$ cat config.mk
export PLATFORM = sky130hd
export DESIGN_NAME = parallel_hps_capture_fifo
export DESIGN_NICKNAME = d
export VERILOG_FILES = /design/src/rtl/parallel_hps_capture_fifo.sv
export SDC_FILE = /design/constraint.sdc
export NUM_CORES = 1
export LEC_CHECK = 0
export ABC_AREA = 0
export BUFFER_PORTS_ARGS = -buffer_cell sky130_fd_sc_hd__clkbuf_2
export CORE_MARGIN = 8
export CORE_UTILIZATION = 60
export DETAILED_ROUTE_END_ITERATION = 8
export GPL_TIMING_DRIVEN = 0
export PLACE_DENSITY = 0.8
export SLEW_MARGIN = 25
export SYNTH_ARGS = -nofsm -noshare
export SYNTH_HDL_FRONTEND = slang
export SYNTH_SLANG_ARGS = --single-unit
$ cat constraint.sdc
create_clock -name clk_clk -period 8.4 [get_ports clk_clk]
set_input_delay 0.42 -clock clk_clk [delete_from_list [all_inputs] [get_ports clk_clk]]
set_output_delay 0.42 -clock clk_clk [all_outputs]
set_load 0.02 [all_outputs]
$ cat src/rtl/parallel_hps_capture_fifo.sv
// Multi-channel capture FIFO: round-robin merge of fabric streams, handed to the HPS one tagged
// word at a time over a 4-phase PIO req/ack. Optional macro: PARALLEL_HPS_CAPTURE_SEQ_TAG_EN.
module parallel_hps_capture_fifo #(
   parameter int CHANNELS = 4,
   parameter int DATA_W   = 24,
   parameter int DEPTH    = 16,
   parameter int LOSSY    = 0
) (
   input  logic                         clk_clk,
   input  logic                         reset_reset_n,
   input  logic [CHANNELS*DATA_W-1:0]   in_data,
   input  logic [CHANNELS-1:0]          in_valid,
   output logic [CHANNELS-1:0]          in_ready,
   output logic [31:0]                  pio_data,
   output logic                         pio_req,
   input  logic                         hps_ack,
   output logic [$clog2(DEPTH):0]       fifo_level,
   output logic [15:0]                  drop_count
);

   localparam int CH_W  = (CHANNELS > 1) ? $clog2(CHANNELS) : 1;
   localparam int AW    = $clog2(DEPTH);
   localparam int TAG_W = CH_W + DATA_W;
   localparam logic [AW:0] FULL_LVL = (AW+1)'(DEPTH);

   if (CHANNELS < 1 || CHANNELS > 16) begin : g_chan_err
      $error("CHANNELS must be 1..16");
   end
   if (DEPTH < 2 || DEPTH > 256 || (DEPTH & (DEPTH - 1)) != 0) begin : g_depth_err
      $error("DEPTH must be a power of two in 2..256");
   end
`ifdef PARALLEL_HPS_CAPTURE_SEQ_TAG_EN
   if (TAG_W > 28) begin : g_width_err
      $error("DATA_W+CH_W must not exceed 28 with the sequence tag");
   end
`else
   if (TAG_W > 32) begin : g_width_err
      $error("DATA_W+CH_W must not exceed 32");
   end
`endif

   typedef enum logic [1:0] {
      ST_IDLE    = 2'd0,
      ST_PRESENT = 2'd1,
      ST_RELEASE = 2'd2
   } state_t;

   state_t            state_r, state_nxt_s;
   logic              ack_meta_r, ack_sync_r;
   logic [CH_W-1:0]   rr_ptr_r, grant_s;
   logic              any_valid_s;
   logic [DATA_W-1:0] grant_data_s;
   logic [TAG_W-1:0]  mem_r [DEPTH];
   logic [AW-1:0]     wr_ptr_r, rd_ptr_r;
   logic [AW:0]       level_r;
   logic              full_s, empty_s, wr_en_s, drop_s, pop_s;
   logic [31:0]       pop_word_s, pio_data_r;
   logic              pio_req_r;
   logic [15:0]       drop_cnt_r;
`ifdef PARALLEL_HPS_CAPTURE_SEQ_TAG_EN
   logic [3:0]        seq_r;
`endif

   // First valid channel at or after the pointer; MSB flags that any channel is valid.
   function automatic logic [CH_W:0] pick_grant(input logic [CHANNELS-1:0] v,
                                                input logic [CH_W-1:0] base);
      logic [CH_W:0]   r;
      logic [CH_W-1:0] sel;
      r = {1'b0, base};
      for (int k = CHANNELS - 1; k >= 0; k--) begin
         sel = CH_W'((int'(base) + k) % CHANNELS);
         r   = v[sel] ? {1'b1, sel} : r;
      end
      return r;
   endfunction

   function automatic logic [DATA_W-1:0] sel_data(input logic [CHANNELS*DATA_W-1:0] d,
                                                  input logic [CH_W-1:0] ch);
      logic [DATA_W-1:0] r;
      r = '0;
      for (int c = 0; c < CHANNELS; c++) begin
         r = (CH_W'(c) == ch) ? d[c*DATA_W +: DATA_W] : r;
      end
      return r;
   endfunction

   // Arbitration and FIFO write/drop decisions.
   always_comb begin
      {any_valid_s, grant_s} = pick_grant(in_valid, rr_ptr_r);
      grant_data_s = sel_data(in_data, grant_s);
      full_s  = (level_r == FULL_LVL);
      empty_s = (level_r == '0);
      wr_en_s = any_valid_s & ~full_s;
      drop_s  = (LOSSY != 0) & any_valid_s & full_s;
   end

   // Ready is combinational from arbiter state; forced low while reset is asserted.
   always_comb begin
      in_ready = '0;
      for (int c = 0; c < CHANNELS; c++) begin
         in_ready[c] = (LOSSY != 0) ? reset_reset_n
                     : (reset_reset_n & (grant_s == CH_W'(c)) & ~full_s);
      end
   end

   // Head-of-FIFO word formatted for the PIO port.
   always_comb begin
      pop_word_s = 32'd0;
      pop_word_s[TAG_W-1:0] = mem_r[rd_ptr_r];
`ifdef PARALLEL_HPS_CAPTURE_SEQ_TAG_EN
      pop_word_s[31:28] = seq_r;
`endif
   end

   // Output handshake FSM: next state and pop strobe.
   always_comb begin
      state_nxt_s = state_r;
      pop_s       = 1'b0;
      case (state_r)
         ST_IDLE: begin
            if (!empty_s && !ack_sync_r) begin
               pop_s       = 1'b1;
               state_nxt_s = ST_PRESENT;
            end else begin
               state_nxt_s = ST_IDLE;
            end
         end
         ST_PRESENT: begin
            if (ack_sync_r) begin
               state_nxt_s = ST_RELEASE;
            end else begin
               state_nxt_s = ST_PRESENT;
            end
         end
         ST_RELEASE: begin
            if (!ack_sync_r) begin
               state_nxt_s = ST_IDLE;
            end else begin
               state_nxt_s = ST_RELEASE;
            end
         end
         default: state_nxt_s = ST_IDLE;
      endcase
   end

   // Two-flop synchroniser for the HPS acknowledge.
   always_ff @(posedge clk_clk or negedge reset_reset_n) begin
      if (!reset_reset_n) begin
         ack_meta_r <= 1'b0;
         ack_sync_r <= 1'b0;
      end else begin
         ack_meta_r <= hps_ack;
         ack_sync_r <= ack_meta_r;
      end
   end

   // FSM state and registered PIO outputs.
   always_ff @(posedge clk_clk or negedge reset_reset_n) begin
      if (!reset_reset_n) begin
         state_r    <= ST_IDLE;
         pio_req_r  <= 1'b0;
         pio_data_r <= 32'd0;
      end else begin
         state_r   <= state_nxt_s;
         pio_req_r <= (state_nxt_s == ST_PRESENT);
         if (pop_s) begin
            pio_data_r <= pop_word_s;
         end else begin
            pio_data_r <= pio_data_r;
         end
      end
   end

   // FIFO pointers, occupancy, round-robin pointer and drop counter.
   always_ff @(posedge clk_clk or negedge reset_reset_n) begin
      if (!reset_reset_n) begin
         wr_ptr_r   <= '0;
         rd_ptr_r   <= '0;
         level_r    <= '0;
         rr_ptr_r   <= '0;
         drop_cnt_r <= 16'd0;
      end else begin
         level_r <= level_r + (AW+1)'(wr_en_s) - (AW+1)'(pop_s);
         if (wr_en_s) begin
            wr_ptr_r <= wr_ptr_r + AW'(1);
            rr_ptr_r <= (grant_s == CH_W'(CHANNELS - 1)) ? '0 : grant_s + CH_W'(1);
         end
         if (pop_s) begin
            rd_ptr_r <= rd_ptr_r + AW'(1);
         end
         if (drop_s && drop_cnt_r != 16'hFFFF) begin
            drop_cnt_r <= drop_cnt_r + 16'd1;
         end
      end
   end

   // Storage array; contents are don't-care until written, so no reset.
   always_ff @(posedge clk_clk) begin
      if (wr_en_s) begin
         mem_r[wr_ptr_r] <= {grant_s, grant_data_s};
      end
   end

`ifdef PARALLEL_HPS_CAPTURE_SEQ_TAG_EN
   // Sequence tag advances once per word handed to the HPS.
   always_ff @(posedge clk_clk or negedge reset_reset_n) begin
      if (!reset_reset_n) begin
         seq_r <= 4'd0;
      end else if (pop_s) begin
         seq_r <= seq_r + 4'd1;
      end
   end
`endif

   assign pio_data   = pio_data_r;
   assign pio_req    = pio_req_r;
   assign fifo_level = level_r;
   assign drop_count = drop_cnt_r;

endmodule

==> results.sh <==
export IMPL_status="completed"
export IMPL_cts_hold_buf=2
export IMPL_pwr_share_comb=0.362
export IMPL_overflow=0
export IMPL_power_density_nw_per_um2=406
export IMPL_p_int_mw=5.96
export IMPL_critPathKind="reg2reg"
export IMPL_first_pass_iters=5
export IMPL_cp_required_ns=8.61
export IMPL_start_util=0.606
export IMPL_netlist_instances=1002
export IMPL_critPathTopFamily="compound AO/OA/AOI/OAI gates"
export IMPL_cap_viol_max_count=0
export IMPL_drive_above_1_share=0.361
export IMPL_rows=65
export IMPL_relSlewSlack=0.252
export IMPL_drc=0
export IMPL_dp_hpwl_mm=32.9
export IMPL_io_pins=161
export IMPL_synth_warnings=0
export IMPL_syn_to_final_growth_pct=18.2
export IMPL_grt_max_degree=29
export IMPL_antenna_found_initial=0
export IMPL_ys_top_cells_by_area="edfxtp_1 (66%), mux4_2 (12%), dfrtp_1 (6.1%)"
export IMPL_end_kind="register"
export IMPL_nFillCells=1834
export IMPL_synth_edf_count=416
export IMPL_finalHoldViolCount=0
export IMPL_swShare=0.344
export IMPL_path_clk_slew_ns=0.06
export IMPL_p_leak_nw=7.95
export IMPL_synth_top_area_share=0.659
export IMPL_syn_area_per_cell_um2=18.9
export IMPL_fin_crit_sh=0.542
export IMPL_cts_buffers=46
export IMPL_die_h_um=194
export IMPL_fin_crit_ns=4.55
export IMPL_wl_mm=50.6
export IMPL_yosysMostFrequentCell="edfxtp_1"
export IMPL_placed_cells=1600
export IMPL_fp_dieW_um=194
export IMPL_tritoncts="done"
export IMPL_fin_cells=1686
export IMPL_wl_per_cell_um=30.0
export IMPL_syn_area_um2=19000
export IMPL_rsz0062_at_grt="no"
export IMPL_track_usage=0.268
export IMPL_post_route_util=0.716
export IMPL_final_area_um2=22400
export IMPL_ir_drop_uv=256
export IMPL_ys_types=49
export IMPL_yosys_register_bits=462
export IMPL_tightest_slew_ns=1.11
export IMPL_port_buffers=138
export IMPL_seqPwrFrac=0.404
export IMPL_critPathSlowestCell="o21ai_1"
export IMPL_slew_violations=0
export IMPL_ant_nets=0
export IMPL_grt_pass1_vias=11500
export IMPL_worst_slack_ns=3.85
export IMPL_grt_pass1_wl_mm=73.9
export IMPL_place_congestion=0.781
export IMPL_placedInstanceArea_um2=20800
export IMPL_synth_top_cell_by_area="edfxtp_1"
export IMPL_cts_sink_count=462
export IMPL_cts_max_path_buffers=3
export IMPL_power_switching_mw=3.12
export IMPL_fmax_ghz=0.220
export IMPL_vias=11000
export IMPL_cpPeakStageDelay_ns=0.78
export IMPL_min_delay_path_class="reg2reg"
export IMPL_drt_vias_per_instance=6.52
export IMPL_synth_top_cells_by_count="edfxtp_1 (416), mux4_2 (104), a21oi_1 (52), nand2_1 (52), dfrtp_1 (46)"
export IMPL_die_area_um2=37500
export IMPL_clockPowerShare=0.233
export IMPL_arrival_ns=4.76
export IMPL_synth_seq_area_share=0.720
export IMPL_setup_violations=0
export IMPL_cp_common_cell="a21oi_1"
export IMPL_dp_slack_ns=3.70
export IMPL_synth_top_flop_cell="edfxtp_1"
export IMPL_clock_latency_ns=0.55
export IMPL_cts_resized_gates=0
export IMPL_cp_max_fo=18
export IMPL_clock_skew_ns=0.0109
export IMPL_worst_path_buf_inv=4
export IMPL_root_buffer="clkbuf_16"
export IMPL_async_flop_share=0.0996
export IMPL_cp_start_kind="register"
export IMPL_fin_setup_tns_ns=0
export IMPL_htreeDepth=2
export IMPL_drt_initial_drc_count=1229
export IMPL_fin_nets=1366
export IMPL_diodes=0
export IMPL_cts_setup_buffers=0
export IMPL_core_um2=31300
export IMPL_path_cells="inv_1 -> a21oi_1 -> o221ai_1 -> inv_1 -> ha_1 -> clkbuf_1 -> clkbuf_1 -> nand2_1 -> a21oi_1 -> a21oi_1 -> o21ai_1"
cells in the final DEF, fill, tap and decap left out, drive strengths merged, types with 7 or more instances in the layout:
| master | instances |
|---|---|
| a21oi | 52 |
| a221oi | 26 |
| and2 | 10 |
| buf | 93 |
| bufinv | 7 |
| clkbuf | 223 |
| clkinv | 19 |
| conb | 22 |
| dfrtp | 46 |
| edfxtp | 416 |
| ha | 14 |
| inv | 12 |
| mux2i | 26 |
| mux4 | 104 |
| nand2 | 52 |
| nand3b | 24 |
| nor2 | 30 |
| o21ai | 29 |
| o22ai | 26 |
| xnor2 | 7 |
registers in the layout, indices dropped and copies added, names as in the netlist:
signal,count
pio_data,26
ack_sync_r,1
rd_ptr_r,4
pio_req,1
ack_meta_r,1
rr_ptr_r,2
mem_r,416
wr_ptr_r,4
state_r,2
fifo_level,5
layout make-up:
class | instances | area, um2 | share of cell area
Sequential cell | 462 | 13600 | 0.609
Clock buffer | 56 | 1250 | 0.0559
Multi-Input combinational cell | 464 | 4960 | 0.221
Tap cell | 402 | 503 | 0.0224
Clock inverter | 28 | 308 | 0.0137
Buffer | 85 | 518 | 0.0231
Timing Repair Buffer | 177 | 1180 | 0.0528
Inverter | 12 | 45.0 | 0.00201
kinds of logic (layout without fill, tap and decap cells):
logic type               count (synthesis)  in the layout  share of synthesized area
flip-flops                             462            462                      0.720
adder cells (fa/ha/maj)                 15             15                     0.0103
buffers and inverters                   97            358                     0.0297
multiplexers                           133            133                      0.139
AND/OR/NAND/NOR                        141            141                     0.0418
AO/OA/AOI/OAI                          141            141                     0.0538
other                                    1             22                   0.000198
XOR/XNOR                                12             12                    0.00554
routing by layer:
metal | wire length (um) | vias up | GRT usage
li1 | - | 4507 | -
met5 | 0 | - | 0
met2 | 25000 | 801 | 0.445
met3 | 5610 | 121 | 0.0630
met4 | 1740 | 0 | 0.100
met1 | 18300 | 5567 | 0.344
power by group through the flow:
stage / clock network (mW) / logic, mW / registers [mW]
floorplan: 0 / 1.98 / 3.73
global placement: 0 / 2.94 / 3.71
detailed placement: 0 / 3.20 / 3.71
CTS: 2.13 / 3.26 / 3.68
global route: 2.21 / 3.48 / 3.71
finish: 2.12 / 3.29 / 3.68
final timing paths:
check,startpoint,endpoint,slack [ns],cells after the start
min in group asynchronous,reset_reset_n,rr_ptr_r[1]$_DFFE_PN0P_,0.35,2
min,ack_meta_r$_DFF_PN0_,ack_sync_r$_DFF_PN0_,0.34,0
max,rr_ptr_r[1]$_DFFE_PN0P_,mem_r[12][17]$_DFFE_PP_,3.85,11
max in group asynchronous,reset_reset_n,pio_data[8]$_DFFE_PN0P_,7.51,3
min reg2reg,ack_meta_r$_DFF_PN0_,ack_sync_r$_DFF_PN0_,0.34,0
max reg2reg,rr_ptr_r[1]$_DFFE_PN0P_,mem_r[12][17]$_DFFE_PP_,3.85,11
through the flow:
| step | hold slack, ns | total power, mW |
|---|---|---|
| CTS | 0.348 | 9.06 |
| floorplan | 0.124 | 5.71 |
| global route | 0.359 | 9.40 |
| global placement | 0.334 | 6.64 |
| finish | 0.345 | 9.09 |
| detailed placement | 0.336 | 6.91 |
No activity file was read; power rests on OpenSTA's default activity.
